--- src/rtl/logic_capture_pkg.sv ---
// Shared definitions for the logic capture command responder:
// function codes, status bit positions, FSM states and config defaults.
package logic_capture_pkg;

    localparam logic [7:0] CMD_NOP      = 8'h00;
    localparam logic [7:0] CMD_START    = 8'h01;
    localparam logic [7:0] CMD_ABORT    = 8'h02;
    localparam logic [7:0] CMD_TRIG_CFG = 8'h03;
    localparam logic [7:0] CMD_BUF_CFG  = 8'h04;
    localparam logic [7:0] CMD_RD_DATA  = 8'h05;
    localparam logic [7:0] CMD_RD_SIZE  = 8'h06;
    localparam logic [7:0] CMD_RD_TRIG  = 8'h07;
    localparam logic [7:0] CMD_ACK      = 8'h08;
    localparam logic [7:0] CMD_RESET    = 8'h09;

    localparam int STAT_CAP_IDLE  = 0;
    localparam int STAT_CAP_TRIG  = 1;
    localparam int STAT_BUSY      = 2;
    localparam int STAT_ACK       = 3;
    localparam int STAT_ERROR     = 4;

    typedef enum logic [1:0] {
        ST_IDLE      = 2'd0,
        ST_EXEC      = 2'd1,
        ST_WAIT_DATA = 2'd2,
        ST_ACK_WAIT  = 2'd3
    } state_t;

    localparam logic [31:0] PRE_RST       = 32'h0000_0000;
    localparam logic [31:0] TOTAL_RST     = 32'h0000_0000;
    localparam logic [15:0] PATTERN_RST   = 16'h0000;
    localparam logic [15:0] ACTIVE_RST    = 16'hFFFF;
    localparam logic [15:0] DONT_CARE_RST = 16'hFFFF;
    localparam logic [7:0]  EDGE_CH_RST   = 8'h00;

endpackage

--- src/rtl/logic_capture_cfg_regs.sv ---
// Buffer and trigger configuration registers; a write only lands when the
// payload passes validation, otherwise the matching reject flag is raised.
module logic_capture_cfg_regs
    import logic_capture_pkg::*;
#(
    parameter int NUM_CH = 16
) (
    input  logic        clk,
    input  logic        resetn,
    input  logic        i_buf_we,
    input  logic        i_trig_we,
    input  logic        i_clear,
    input  logic        i_cap_idle,
    input  logic [63:0] i_data,
    output logic        o_buf_reject,
    output logic        o_trig_reject,
    output logic [31:0] o_pre,
    output logic [31:0] o_total,
    output logic [15:0] o_pattern,
    output logic [15:0] o_active_ch,
    output logic [15:0] o_dont_care,
    output logic [7:0]  o_edge_ch,
    output logic        o_edge_type,
    output logic        o_edge_en,
    output logic        o_pattern_en
);

    localparam logic [8:0] NUM_CH_W = 9'(NUM_CH);

    logic [31:0] r_pre, r_total;
    logic [15:0] r_pattern, r_active_ch, r_dont_care;
    logic [7:0]  r_edge_ch;
    logic        r_edge_type, r_edge_en, r_pattern_en;

    assign o_buf_reject  = (i_data[63:32] > i_data[31:0]) || (i_data[31:0] == 32'h0)
                           || !i_cap_idle;
    assign o_trig_reject = ({1'b0, i_data[55:48]} >= NUM_CH_W) || !i_cap_idle;

    // Config storage: reset/clear to defaults, validated writes otherwise.
    always_ff @(posedge clk) begin
        if (!resetn || i_clear) begin
            r_pre        <= PRE_RST;
            r_total      <= TOTAL_RST;
            r_pattern    <= PATTERN_RST;
            r_active_ch  <= ACTIVE_RST;
            r_dont_care  <= DONT_CARE_RST;
            r_edge_ch    <= EDGE_CH_RST;
            r_edge_type  <= 1'b0;
            r_edge_en    <= 1'b0;
            r_pattern_en <= 1'b0;
        end else begin
            if (i_buf_we && !o_buf_reject) begin
                r_pre   <= i_data[63:32];
                r_total <= i_data[31:0];
            end
            if (i_trig_we && !o_trig_reject) begin
                r_pattern    <= i_data[15:0];
                r_active_ch  <= i_data[31:16];
                r_dont_care  <= i_data[47:32];
                r_edge_ch    <= i_data[55:48];
                r_pattern_en <= i_data[56];
                r_edge_en    <= i_data[57];
                r_edge_type  <= i_data[58];
            end
        end
    end

    assign o_pre        = r_pre;
    assign o_total      = r_total;
    assign o_pattern    = r_pattern;
    assign o_active_ch  = r_active_ch;
    assign o_dont_care  = r_dont_care;
    assign o_edge_ch    = r_edge_ch;
    assign o_edge_type  = r_edge_type;
    assign o_edge_en    = r_edge_en;
    assign o_pattern_en = r_pattern_en;

endmodule

--- src/rtl/logic_capture_cmd_responder.sv ---
// Target end of the hub command/register protocol: decodes function codes,
// drives capture config and control pulses, returns results, runs the ack handshake.
module logic_capture_cmd_responder
    import logic_capture_pkg::*;
#(
    parameter int RD_TIMEOUT = 1024,
    parameter int NUM_CH     = 16
) (
    input  logic        clk,
    input  logic        resetn,
    input  logic [7:0]  command,
    input  logic        commandStrobe,
    input  logic [63:0] regIn,
    output logic [63:0] regOut,
    output logic [7:0]  status,
    input  logic        cap_idle,
    input  logic        cap_triggered,
    input  logic [31:0] trigger_sample,
    input  logic [31:0] trace_size,
    output logic        trace_rd_req,
    input  logic        trace_rd_valid,
    input  logic [63:0] trace_rd_data,
    output logic        start_pulse,
    output logic        abort_pulse,
    output logic        soft_reset_pulse,
    output logic [31:0] pre_trigger_count,
    output logic [31:0] total_sample_count,
    output logic [15:0] pattern,
    output logic [15:0] active_ch,
    output logic [15:0] dont_care,
    output logic [7:0]  edge_ch,
    output logic        edge_type,
    output logic        edge_en,
    output logic        pattern_en
);

    localparam int CNT_W = $clog2(RD_TIMEOUT + 1);

    state_t            r_state, w_next_state;
    logic [7:0]        r_cmd;
    logic [63:0]       r_reg_in, r_reg_out;
    logic [CNT_W-1:0]  r_to_cnt;
    logic              r_ack, r_error, r_busy, r_cap_idle, r_cap_trig;
    logic              r_start, r_abort, r_soft, r_rd_req;

    logic              w_accept, w_timeout, w_buf_we, w_trig_we, w_cfg_clear;
    logic              w_buf_rej, w_trig_rej, w_start, w_abort, w_soft, w_rd_req;
    logic              w_ack_set, w_ack_clr, w_err_set, w_err_clr, w_out_load;
    logic [63:0]       w_out_data;

    assign w_accept  = (r_state == ST_IDLE) && commandStrobe && (command != CMD_ACK);
    assign w_timeout = (r_to_cnt == CNT_W'(RD_TIMEOUT - 1));

    // State register.
    always_ff @(posedge clk) begin
        if (!resetn) begin
            r_state <= ST_IDLE;
        end else begin
            r_state <= w_next_state;
        end
    end

    // Next-state decode.
    always_comb begin
        w_next_state = r_state;
        case (r_state)
            ST_IDLE:      w_next_state = w_accept ? ST_EXEC : ST_IDLE;
            ST_EXEC:      w_next_state = (r_cmd == CMD_RD_DATA) ? ST_WAIT_DATA : ST_ACK_WAIT;
            ST_WAIT_DATA: w_next_state = (trace_rd_valid || w_timeout) ? ST_ACK_WAIT : ST_WAIT_DATA;
            ST_ACK_WAIT:  w_next_state = (commandStrobe && command == CMD_ACK) ? ST_IDLE : ST_ACK_WAIT;
            default:      w_next_state = ST_IDLE;
        endcase
    end

    // Per-state actions; all results are registered in the datapath block.
    always_comb begin
        w_buf_we = 1'b0;  w_trig_we = 1'b0;  w_cfg_clear = 1'b0;
        w_start  = 1'b0;  w_abort   = 1'b0;  w_soft      = 1'b0;  w_rd_req = 1'b0;
        w_ack_set = 1'b0; w_ack_clr = 1'b0;  w_err_set   = 1'b0;  w_err_clr = 1'b0;
        w_out_load = 1'b0; w_out_data = 64'h0;
        case (r_state)
            ST_IDLE: w_err_clr = w_accept;
            ST_EXEC: begin
                w_ack_set = (r_cmd != CMD_RD_DATA);
                case (r_cmd)
                    CMD_NOP:      w_err_set = 1'b0;
                    CMD_START:    begin w_start = cap_idle; w_err_set = !cap_idle; end
                    CMD_ABORT:    w_abort = 1'b1;
                    CMD_RESET:    begin w_soft = 1'b1; w_abort = 1'b1; w_cfg_clear = 1'b1; end
                    CMD_BUF_CFG:  begin w_buf_we = 1'b1; w_err_set = w_buf_rej; end
                    CMD_TRIG_CFG: begin w_trig_we = 1'b1; w_err_set = w_trig_rej; end
                    CMD_RD_DATA:  w_rd_req = 1'b1;
                    CMD_RD_SIZE:  begin w_out_load = 1'b1; w_out_data = {32'h0, trace_size}; end
                    CMD_RD_TRIG:  begin w_out_load = 1'b1; w_out_data = {32'h0, trigger_sample}; end
                    default:      w_err_set = 1'b1;
                endcase
            end
            ST_WAIT_DATA: begin
                if (trace_rd_valid) begin
                    w_out_load = 1'b1; w_out_data = trace_rd_data; w_ack_set = 1'b1;
                end else if (w_timeout) begin
                    w_out_load = 1'b1; w_err_set = 1'b1; w_ack_set = 1'b1;
                end else begin
                    w_out_load = 1'b0;
                end
            end
            ST_ACK_WAIT: begin
                if (commandStrobe) begin
                    w_ack_clr = (command == CMD_ACK);
                    w_err_set = (command != CMD_ACK);
                end else begin
                    w_ack_clr = 1'b0;
                end
            end
            default: w_err_set = 1'b0;
        endcase
    end

    // Datapath: command latch, result register, handshake flags and pulses.
    always_ff @(posedge clk) begin
        if (!resetn) begin
            r_cmd <= 8'h00;       r_reg_in <= 64'h0;   r_reg_out <= 64'h0;
            r_to_cnt <= '0;       r_ack <= 1'b0;       r_error <= 1'b0;
            r_busy <= 1'b0;       r_cap_idle <= 1'b0;  r_cap_trig <= 1'b0;
            r_start <= 1'b0;      r_abort <= 1'b0;     r_soft <= 1'b0;
            r_rd_req <= 1'b0;
        end else begin
            if (w_accept) begin
                r_cmd    <= command;
                r_reg_in <= regIn;
            end
            if (w_out_load) begin
                r_reg_out <= w_out_data;
            end
            r_to_cnt   <= (r_state == ST_WAIT_DATA) ? r_to_cnt + CNT_W'(1) : '0;
            r_ack      <= w_ack_set ? 1'b1 : (w_ack_clr ? 1'b0 : r_ack);
            r_error    <= w_err_clr ? 1'b0 : (w_err_set ? 1'b1 : r_error);
            r_busy     <= (w_next_state != ST_IDLE);
            r_cap_idle <= cap_idle;
            r_cap_trig <= cap_triggered;
            r_start    <= w_start;
            r_abort    <= w_abort;
            r_soft     <= w_soft;
            r_rd_req   <= w_rd_req;
        end
    end

    logic_capture_cfg_regs #(.NUM_CH(NUM_CH)) u_cfg_regs (
        .clk          (clk),
        .resetn       (resetn),
        .i_buf_we     (w_buf_we),
        .i_trig_we    (w_trig_we),
        .i_clear      (w_cfg_clear),
        .i_cap_idle   (cap_idle),
        .i_data       (r_reg_in),
        .o_buf_reject (w_buf_rej),
        .o_trig_reject(w_trig_rej),
        .o_pre        (pre_trigger_count),
        .o_total      (total_sample_count),
        .o_pattern    (pattern),
        .o_active_ch  (active_ch),
        .o_dont_care  (dont_care),
        .o_edge_ch    (edge_ch),
        .o_edge_type  (edge_type),
        .o_edge_en    (edge_en),
        .o_pattern_en (pattern_en)
    );

    always_comb begin
        status                = 8'h00;
        status[STAT_CAP_IDLE] = r_cap_idle;
        status[STAT_CAP_TRIG] = r_cap_trig;
        status[STAT_BUSY]     = r_busy;
        status[STAT_ACK]      = r_ack;
        status[STAT_ERROR]    = r_error;
    end

    assign regOut           = r_reg_out;
    assign trace_rd_req     = r_rd_req;
    assign start_pulse      = r_start;
    assign abort_pulse      = r_abort;
    assign soft_reset_pulse = r_soft;

endmodule

--- config.mk ---
export PLATFORM = sky130hd
export DESIGN_NAME = logic_capture_cmd_responder
export DESIGN_NICKNAME = d
export VERILOG_FILES = /design/src/rtl/logic_capture_pkg.sv /design/src/rtl/logic_capture_cfg_regs.sv /design/src/rtl/logic_capture_cmd_responder.sv
export SDC_FILE = /design/constraint.sdc
export NUM_CORES = 1
export LEC_CHECK = 0
export ABC_CLOCK_PERIOD_IN_PS = 2800
export BUFFER_PORTS_ARGS = -buffer_cell sky130_fd_sc_hd__buf_2
export CAP_MARGIN = 20
export CELL_PAD_IN_SITES_DETAIL_PLACEMENT = 1
export CELL_PAD_IN_SITES_GLOBAL_PLACEMENT = 1
export CORE_UTILIZATION = 35
export CTS_CLUSTER_SIZE = 8
export DETAILED_ROUTE_END_ITERATION = 8
export GPL_TIMING_DRIVEN = 1
export HOLD_SLACK_MARGIN = 0.12
export PLACE_DENSITY_LB_ADDON = 0.25
export SETUP_SLACK_MARGIN = 0.2
export SYNTH_ARGS = -nofsm -noshare
export SYNTH_HDL_FRONTEND = slang
export SYNTH_HIERARCHICAL = 1
export SYNTH_SLANG_ARGS = --single-unit
--- constraint.sdc ---
create_clock -name clk -period 2.8 [get_ports clk]
set_clock_uncertainty 0.1 [all_clocks]
set_input_delay 0.84 -clock clk [delete_from_list [all_inputs] [get_ports clk]]
set_output_delay 0.84 -clock clk [all_outputs]
set_load 0.005 [all_outputs]
Word-level counts from Yosys, hierarchy flattened
Cells that the tools add are included.
Cells by class
  $lt $le $gt $ge: 2
  add/sub/neg operators: 1
  equal/unequal tests: 15
  bitwise logic cells: 1
  reductions and logical operators: 26
  mux-type cells: 30
Operators by type and width (number)
  case mux 64 bit (2 select lines): 1
  two-way mux 64 bit: 1
  case mux 32 bit (2 select lines): 1
  equality test 8 x 3 -> 1 bit, second input constant: 4
  greater-than comparator 32 bit: 1
  zero test 32 bit: 1
  two-way mux 1 bit: 21
  equality test 8 x 2 -> 1 bit, second input constant: 2
  equality test 8 x 4 -> 1 bit, second input constant: 2
  adder 11 x 1 -> 11 bit, second input constant: 1
  equality test 11 x 10 -> 1 bit, second input constant: 1
  equality test 8 x 1 -> 1 bit, second input constant: 1
  >= comparator 8 x 5 -> 1 bit, second input constant: 1
  zero test 8 bit: 1
  inequality test 8 x 3 -> 1 bit, second input constant: 1
  inequality test 8 x 4 -> 1 bit, second input constant: 1
  case mux 2 bit (4 select lines): 1
  OR reduction 2 bit: 3
  OR reduction 6 bit: 1
  logical AND 1 bit: 5
  logical OR 1 bit: 5
  equality test 2 bit, second input constant: 2
  zero test 1 bit: 4
  case mux 1 bit (2 select lines): 2
  9 further kinds: 11
Storage, ports and cells
  bits in registers: 281
  input port bits: 206
  output and inout port bits: 199

Logic depth before layout (Yosys ltp)
Gate-level depths: netlist (run 1).
  word-level depth: 6
  mapped depth: 13
  mapped depth without buffers: 12

Modules after synthesis
The synthesis (run 1) kept the hierarchy.
Modules (own cells, without submodules)
  logic_capture_cmd_responder: cells each 852, area an instance 7353.3 um^2, times used 1
  logic_capture_cfg_regs: cells each 824, area an instance 6889.1 um^2, times used 1

Least setup slack after synthesis (run 1)
Ideal clock, no wire load.
  kind: reg-to-reg
  start point: register r_reg_in[19]
  end point: register r_error
  cell stages (with the launch flop): 14
  setup slack: 0.042 ns
  data arrival time: 2.533 ns
  required time: 2.575 ns
  cell sequence: dfxtp_1 -> inv_1 -> ha_1 -> a21oi_1 -> o21ai_1 -> a22oi_1 -> or4b_2 -> o211a_2 -> buf_6 -> nand2b_1 -> nand3b_1 -> a21oi_1 -> o31ai_1 -> a21oi_1
On the way
  longest elaborated chain between the ends: 5
Ends and longest elaborated chain
  start: declaration: line logic_capture_cmd_responder.sv:41  | logic [63:0] r_reg_in, r_reg_out;
  start signal: assignment: line logic_capture_cmd_responder.sv:130  | r_reg_in <= regIn;
  greater-than comparator 32 bit or zero test 32 bit (tied branches): line logic_capture_cfg_regs.sv:35  | assign o_buf_reject = (i_data[63:32] > i_data[31:0]) || (i_data[31:0] == 32'h0)
  logical OR 1 bit (*): line logic_capture_cfg_regs.sv:35
  logical OR 1 bit (*): line logic_capture_cfg_regs.sv:36  | || !i_cap_idle;
  via w_buf_rej: line logic_capture_cmd_responder.sv:47  | logic w_buf_rej, w_trig_rej, w_start, w_abort, w_soft, w_rd_req;
  case mux 1 bit (4 select lines) (*): line logic_capture_cmd_responder.sv:85  | case (r_cmd)
  case mux 1 bit (3 select lines) (*): line logic_capture_cmd_responder.sv:81  | case (r_state)
  end signal: assignment: line logic_capture_cmd_responder.sv:137  | r_error <= w_err_clr ? 1'b0 : (w_err_set ? 1'b1 : r_error);
  end: declaration: line logic_capture_cmd_responder.sv:43  | logic r_ack, r_error, r_busy, r_cap_idle, r_cap_trig;
Mark *: on every way through the listed nets, which the timed path passes. The rest lies on a longest branch.
A chain may end at the register's enable or synchronous reset.

Worst setup path after layout (run 1)
  start point: register r_reg_in[31]
  end point: register r_error
The elaborated chain is that of the path after synthesis.

==> results.json, run 1 <==
{
  "run_status": "finished, violations left",
  "violations": "setup timing",
  "fmaxAchievable_mhz": 351,
  "instances_no_fill": 2638,
  "area_growth_pct": 36.0,
  "hold_viol_final": 0,
  "gr-total-overflow": 0,
  "p_per_area_nw_per_um2": 862,
  "dp_cells": 2558,
  "synth_top_area_share_pct": 39.5,
  "die_area_um2": 41500,
  "synth_seq_area_share_pct": 39.5,
  "die_x_um": 204,
  "drc": 0,
  "synth-edff-count": 0,
  "cts_tree": "done",
  "layout_setup_ws_ns": -0.0465,
  "dominantRegCellSynth": "dfxtp_1",
  "required_ns": 3.13,
  "cts-root-buf": "clkbuf_16",
  "synth.ff_latch_count": 281,
  "post-place-ws_ns": -0.114,
  "clockBufferDepth": 3,
  "drv_cap": 0,
  "first_pass_iters": 5,
  "drt_wl_total_mm": 62.6,
  "nFillCells": 4752,
  "cts_buffers": 41,
  "vias": 15000,
  "portBuffers": 401,
  "gp_congestion": 0.905,
  "rsz0062_at_grt": "true",
  "syn_inst": 1676,
  "numClockSinks": 281,
  "track_usage_pct": 28.6,
  "rows": 73,
  "grt_pass1_wl_mm": 91.1,
  "wire_per_inst_um": 23.7,
  "worstHoldStart": "u_cfg_regs/o_pattern[4]$_SDFFE_PP0P_",
  "num_io_pins": 405,
  "slew_violations": 0,
  "startpoint": "r_reg_in[31]$_SDFFE_PN0P_",
  "via_per_inst": 5.67,
  "path_cells": "inv_2, ha_4, nand4_1, nor4_2, buf_4, or3b_4, o211a_4, nand2b_4, nand3b_1, a21oi_2, o31ai_1, a21oi_1",
  "place_hpwl_mm": 41.0,
  "yosys-top-cells-area": "dfxtp_1 (39%), nand2_1 (10%), nand4_1 (6.1%), a21boi_0 (5.5%), o221ai_2 (5.3%)",
  "rrSetupSlack_ns": -0.05,
  "finalCritPeriodShare_pct": 102,
  "antenna_left": 0,
  "worstSetupStartpointType": "flip-flop",
  "yosysWarnings": 6,
  "avgSynthCellArea_um2": 8.50,
  "grt_max_degree": 128,
  "start_util_pct": 35.7,
  "synth_top_area_cell": "dfxtp_1",
  "coreArea_um2": 39900,
  "timing.rr.start": "r_reg_in[31]$_SDFFE_PN0P_",
  "synthArstFlopShare_pct": 0,
  "clk_pin_slew_ns": 0.05,
  "peakVddDrop_uv": 553,
  "critPathSlowestCell": "nor4_2",
  "holdBufCountCts": 0,
  "worstMarginPinSlew_ns": 0.877,
  "hold_class": "reg -> reg",
  "grt_antenna_before_repair": 12,
  "mostFrequentLayoutCells": "buf_2 (400), nand2_1 (384), dfxtp_1 (257)",
  "p_leak_nw": 8.22,
  "drt_iter0_markers": 940,
  "path_max_fanout": 3,
  "die_h_um": 204,
  "synth_cell_type_count": 55,
  "slew_headroom_pct": 41.6,
  "finalSetupViolCount": 2,
  "final_nets": 2347,
  "layout_commonest_cell": "buf_2",
  "worst-setup-path-type": "reg -> reg",
  "crit_path_max_incr_delay_ns": 0.43,
  "syn_area_um2": 14200,
  "finalSetupTns_ns": -0.0491,
  "drive_gt1_share_pct": 36.8,
  "worstSetupEndpointType": "flip-flop",
  "fin_crit_ns": 2.85,
  "cp.arrival_ns": 3.18,
  "grt_pass1_vias": 15300,
  "clock_latency_ns": 0.57,
  "h-tree-depth": 2
}
## metal layers
layer,GRT usage (%),vias up,share of wire (%)
met1,33.5,7416,40
met3,6.49,141,6.7
met5,0,-,0.080
met2,49.8,548,49
met4,11.8,8,4.2
li1,-,6847,-
## worst max-delay path, delay by kind of cell, from the launching register on
family          cells  cell delay, ns
fa+ha+maj           1            0.27
flops               1            0.34
buf+inv             2            0.23
compound gates      4            0.52
simple gates        5            1.25
## power breakdown
part | internal, mW | switching [mW] | total [mW]
clock network | 2.65 | 1.85 | 4.50
logic | 3.11 | 4.43 | 7.54
registers | 4.34 | 0.317 | 4.66
## worst paths after layout
check | endpoint | cells after the start
worst max-delay path | r_error$_SDFFE_PP0P_ | 12
worst min-delay path | u_cfg_regs/o_pattern[4]$_SDFFE_PP0P_ | 2
worst max register to register | r_error$_SDFFE_PP0P_ | 12
worst min register to register | u_cfg_regs/o_pattern[4]$_SDFFE_PP0P_ | 2
## sequential cells by signal, indices dropped and copies added, names as in the netlist, 2 cells and up
signal / count
r_cmd: 8
r_state: 2
r_reg_in: 64
u_cfg_regs/o_pre: 32
r_to_cnt: 11
u_cfg_regs/o_pattern: 16
u_cfg_regs/o_total: 32
u_cfg_regs/o_edge_ch: 8
u_cfg_regs/o_active_ch: 16
u_cfg_regs/o_dont_care: 16
regOut: 64
## Yosys cell counts (all sizes together) (21+ instances only)
master	count
a21boi	105
a21o	66
a21oi	74
a32o	32
buf	58
clkbuf	116
dfxtp	281
ha	38
inv	38
mux2	32
mux2i	32
nand2	385
nand3	58
nand4	139
nor2	21
nor2b	34
o221ai	64
## layout make-up
class / count / area (um^2) / area share [%]
antenna: 5 / 12.5 / 0.0646
clock buffer: 46 / 1070 / 5.50
clock inverter: 2 / 21.3 / 0.110
inverter: 38 / 145 / 0.749
multi-input combinational: 1185 / 8050 / 41.6
sequential: 281 / 5660 / 29.2
tap: 525 / 657 / 3.39
timing repair buffer: 556 / 3760 / 19.4
## cells by family after synthesis
family / Yosys count / share of synthesized area (%)
buffers and inverters: 212 / 6.69
adder cells (fa/ha/maj): 38 / 3.34
XOR/XNOR: 9 / 0.553
flip-flops: 281 / 39.5
multiplexers: 64 / 4.78
other: 1 / 0.0263
AND/OR/NAND/NOR: 689 / 23.0
AO/OA/AOI/OAI: 382 / 22.1
## per-stage QoR
stage                     cell area, um^2  power [mW]  utilization [%]  hold WS (ns)
after floorplan                     14300        7.77                -         0.349
after global placement              17300        9.81             43.3         0.342
after detailed placement            17300        9.93             43.3         0.349
after CTS                           18900        16.3             47.4         0.358
after global routing                19400        17.3             48.5         0.380
final                               19400        16.7             48.5         0.356
## repair_timing
item / CTS / global route
buffers inserted: 6 / 5
setup endpoints to repair: 65 / 69
pin swaps: 16 / 54
cloned: 10 / 6
resized for setup: 47 / 66
No activity file was read; power rests on OpenSTA's default activity.
==> run 2, diff against run 1 <==
--- a/config.mk
+++ b/config.mk
@@ -8,12 +8,11 @@
 export ABC_CLOCK_PERIOD_IN_PS = 2800
 export BUFFER_PORTS_ARGS = -buffer_cell sky130_fd_sc_hd__buf_2
 export CAP_MARGIN = 20
-export CELL_PAD_IN_SITES_DETAIL_PLACEMENT = 1
-export CELL_PAD_IN_SITES_GLOBAL_PLACEMENT = 1
-export CORE_UTILIZATION = 35
+export CELL_PAD_IN_SITES_DETAIL_PLACEMENT = 2
+export CELL_PAD_IN_SITES_GLOBAL_PLACEMENT = 2
+export CORE_UTILIZATION = 27
 export CTS_CLUSTER_SIZE = 8
 export DETAILED_ROUTE_END_ITERATION = 8
-export GPL_TIMING_DRIVEN = 1
 export HOLD_SLACK_MARGIN = 0.12
 export PLACE_DENSITY_LB_ADDON = 0.25
 export SETUP_SLACK_MARGIN = 0.2
==> run 2 against run 1 <==
Compared with the run above:
- the flow still finishes with violations (setup timing)
- combinational power rose by 14%
- total power up 7.0%
- non-clock buffer count rose by 33
- register-to-register slack worse by 0.15 ns
- sequential share of layout area is 1.1 points lower
- routed wire length is 16% higher
- first-iteration DRC count down 21%
- clock power grew 2%
- flip-flop and latch count unchanged
- worst setup slack worse by 0.15 ns
- global-route usage down 3.2 points
- core utilization decreased by 9.7 points
- critical endpoint unchanged
- largest cell class unchanged
- largest power group unchanged
==> results.json, run 2 (synthesis results as in run 1) <==
{
  "worstSetupEndpointType": "flip-flop",
  "finalCritPeriodShare_pct": 107,
  "rsz0062_at_grt": "true",
  "p_leak_nw": 8.44,
  "final_nets": 2380,
  "required_ns": 3.12,
  "die_h_um": 232,
  "power_frac_seq_pct": 26.0,
  "hold_class": "reg -> reg",
  "finish.utilization_pct": 38.8,
  "fin_crit_ns": 2.99,
  "cts_buffers": 41,
  "holdBufCountCts": 0,
  "post-place-ws_ns": -0.445,
  "peakVddDrop_uv": 778,
  "p_sw_mw": 7.16,
  "run_status": "finished, violations left",
  "clock_latency_ns": 0.58,
  "drt_iter0_markers": 738,
  "clk_pin_slew_ns": 0.06,
  "grt_max_degree": 77,
  "gr-total-overflow": 0,
  "grt_antenna_before_repair": 10,
  "worstMarginPinSlew_ns": 0.873,
  "area_growth_pct": 40.9,
  "p_sw_share_pct": 40.1,
  "slew_violations": 0,
  "p_clk_share_pct": 25.8,
  "stdcell_area_um2": 20100,
  "track_usage_pct": 25.4,
  "hold_viol_final": 0,
  "drc": 0,
  "critPathBufInv": 2,
  "numClockSinks": 281,
  "num_io_pins": 405,
  "path_max_fanout": 3,
  "finalSetupViolCount": 65,
  "grt_pass1_wl_mm": 103,
  "p_per_area_nw_per_um2": 891,
  "holdWs_ns": 0.358,
  "place_area_um2": 17600,
  "first_pass_iters": 5,
  "layout_setup_ws_ns": -0.192,
  "dp_cells": 2722,
  "cts_tree": "done",
  "rows": 83,
  "drive_gt1_share_pct": 37.4,
  "die_x_um": 232,
  "portBuffers": 401,
  "fmaxAchievable_mhz": 334,
  "p_int_mw": 10.7,
  "path_cells": "inv_1, ha_4, nand4_1, buf_4, nor3_1, a22oi_1, or4b_4, o211a_4, nand2b_4, nand3b_1, a21oi_2, o31ai_1, a21oi_1",
  "drt_wl_total_mm": 72.8,
  "start_util_pct": 27.5,
  "coreArea_um2": 51700,
  "finalPower_mw": 17.9,
  "h-tree-depth": 2,
  "antenna_left": 0,
  "layout_commonest_cell": "buf_2",
  "drv_cap": 0,
  "power_frac_comb_pct": 48.3,
  "wire_per_inst_um": 25.8,
  "critPathSlowestCell": "or4b_4",
  "gp_congestion": 0.860,
  "grt_pass1_vias": 16300,
  "cp.arrival_ns": 3.31,
  "vias": 15100,
  "worst-setup-path-type": "reg -> reg",
  "violations": "setup timing",
  "instances_no_fill": 2828,
  "crit_path_max_incr_delay_ns": 0.54,
  "die_area_um2": 53700,
  "cts-root-buf": "clkbuf_16",
  "via_per_inst": 5.36,
  "place_hpwl_mm": 48.4,
  "clockBufferDepth": 3,
  "finalSetupTns_ns": -6.58,
  "worstSetupStartpointType": "flip-flop",
  "mostFrequentLayoutCells": "buf_2 (400), nand2_1 (383), dfxtp_1 (263)",
  "slew_headroom_pct": 41.3,
  "crit_family": "simple AND/OR/NAND/NOR gates"
}
[run 2: worst register-to-register path, stage by stage (launching register included)]
cell,delay (ns)
dfxtp_2,0.33
inv_1,0.15
ha_4,0.24
nand4_1,0.19
buf_4,0.16
nor3_1,0.05
a22oi_1,0.28
or4b_4,0.54
o211a_4,0.18
nand2b_4,0.15
nand3b_1,0.12
a21oi_2,0.06
o31ai_1,0.20
a21oi_1,0.09
[run 2: cell type report]
type | instances | area, um^2
repair buffers | 589 | 4150
diodes | 5 | 12.5
flip-flops and latches | 281 | 5650
clock buffers | 47 | 1060
inverters | 38 | 143
well taps | 680 | 851
clock inverters | 3 | 41.3
multi-input cells | 1185 | 8150
fillers | 5783 | 31700
[run 2: what timing repair did]
item	in CTS	in global routing
pin swaps	17	62
gates resized for setup	61	56
gates cloned	9	8
setup endpoints to repair	65	75
setup buffers	20	14
[run 2: power by group through the flow]
stage	sequential (mW)	clock, mW	combinational (mW)
after floorplan	4.64	0	3.13
after global placement	4.64	0	5.52
after detailed placement	4.67	0	5.65
after CTS	4.61	4.69	7.47
after global routing	4.67	4.85	8.97
final	4.64	4.60	8.62
[run 2: layer usage]
layer  up-vias  global-route usage, %  part of all wire (%)
met3       132                   5.91                   6.4
li1       6912                      -                     -
met5         -                      0                 0.073
met2       499                   45.5                    51
met4         8                   8.08                   3.2
met1      7597                   29.6                    40
[run 2: final timing paths]
kind                                                end  slack (ns)  cells past startpoint                       from
worst max-delay path               r_error$_SDFFE_PP0P_       -0.19                     13  r_reg_in[25]$_SDFFE_PN0P_
worst max register to register     r_error$_SDFFE_PP0P_       -0.19                     13  r_reg_in[25]$_SDFFE_PN0P_
worst min register to register  regOut[14]$_SDFFE_PN0P_        0.36                      2    regOut[14]$_SDFFE_PN0P_
worst min-delay path            regOut[14]$_SDFFE_PN0P_        0.36                      2    regOut[14]$_SDFFE_PN0P_
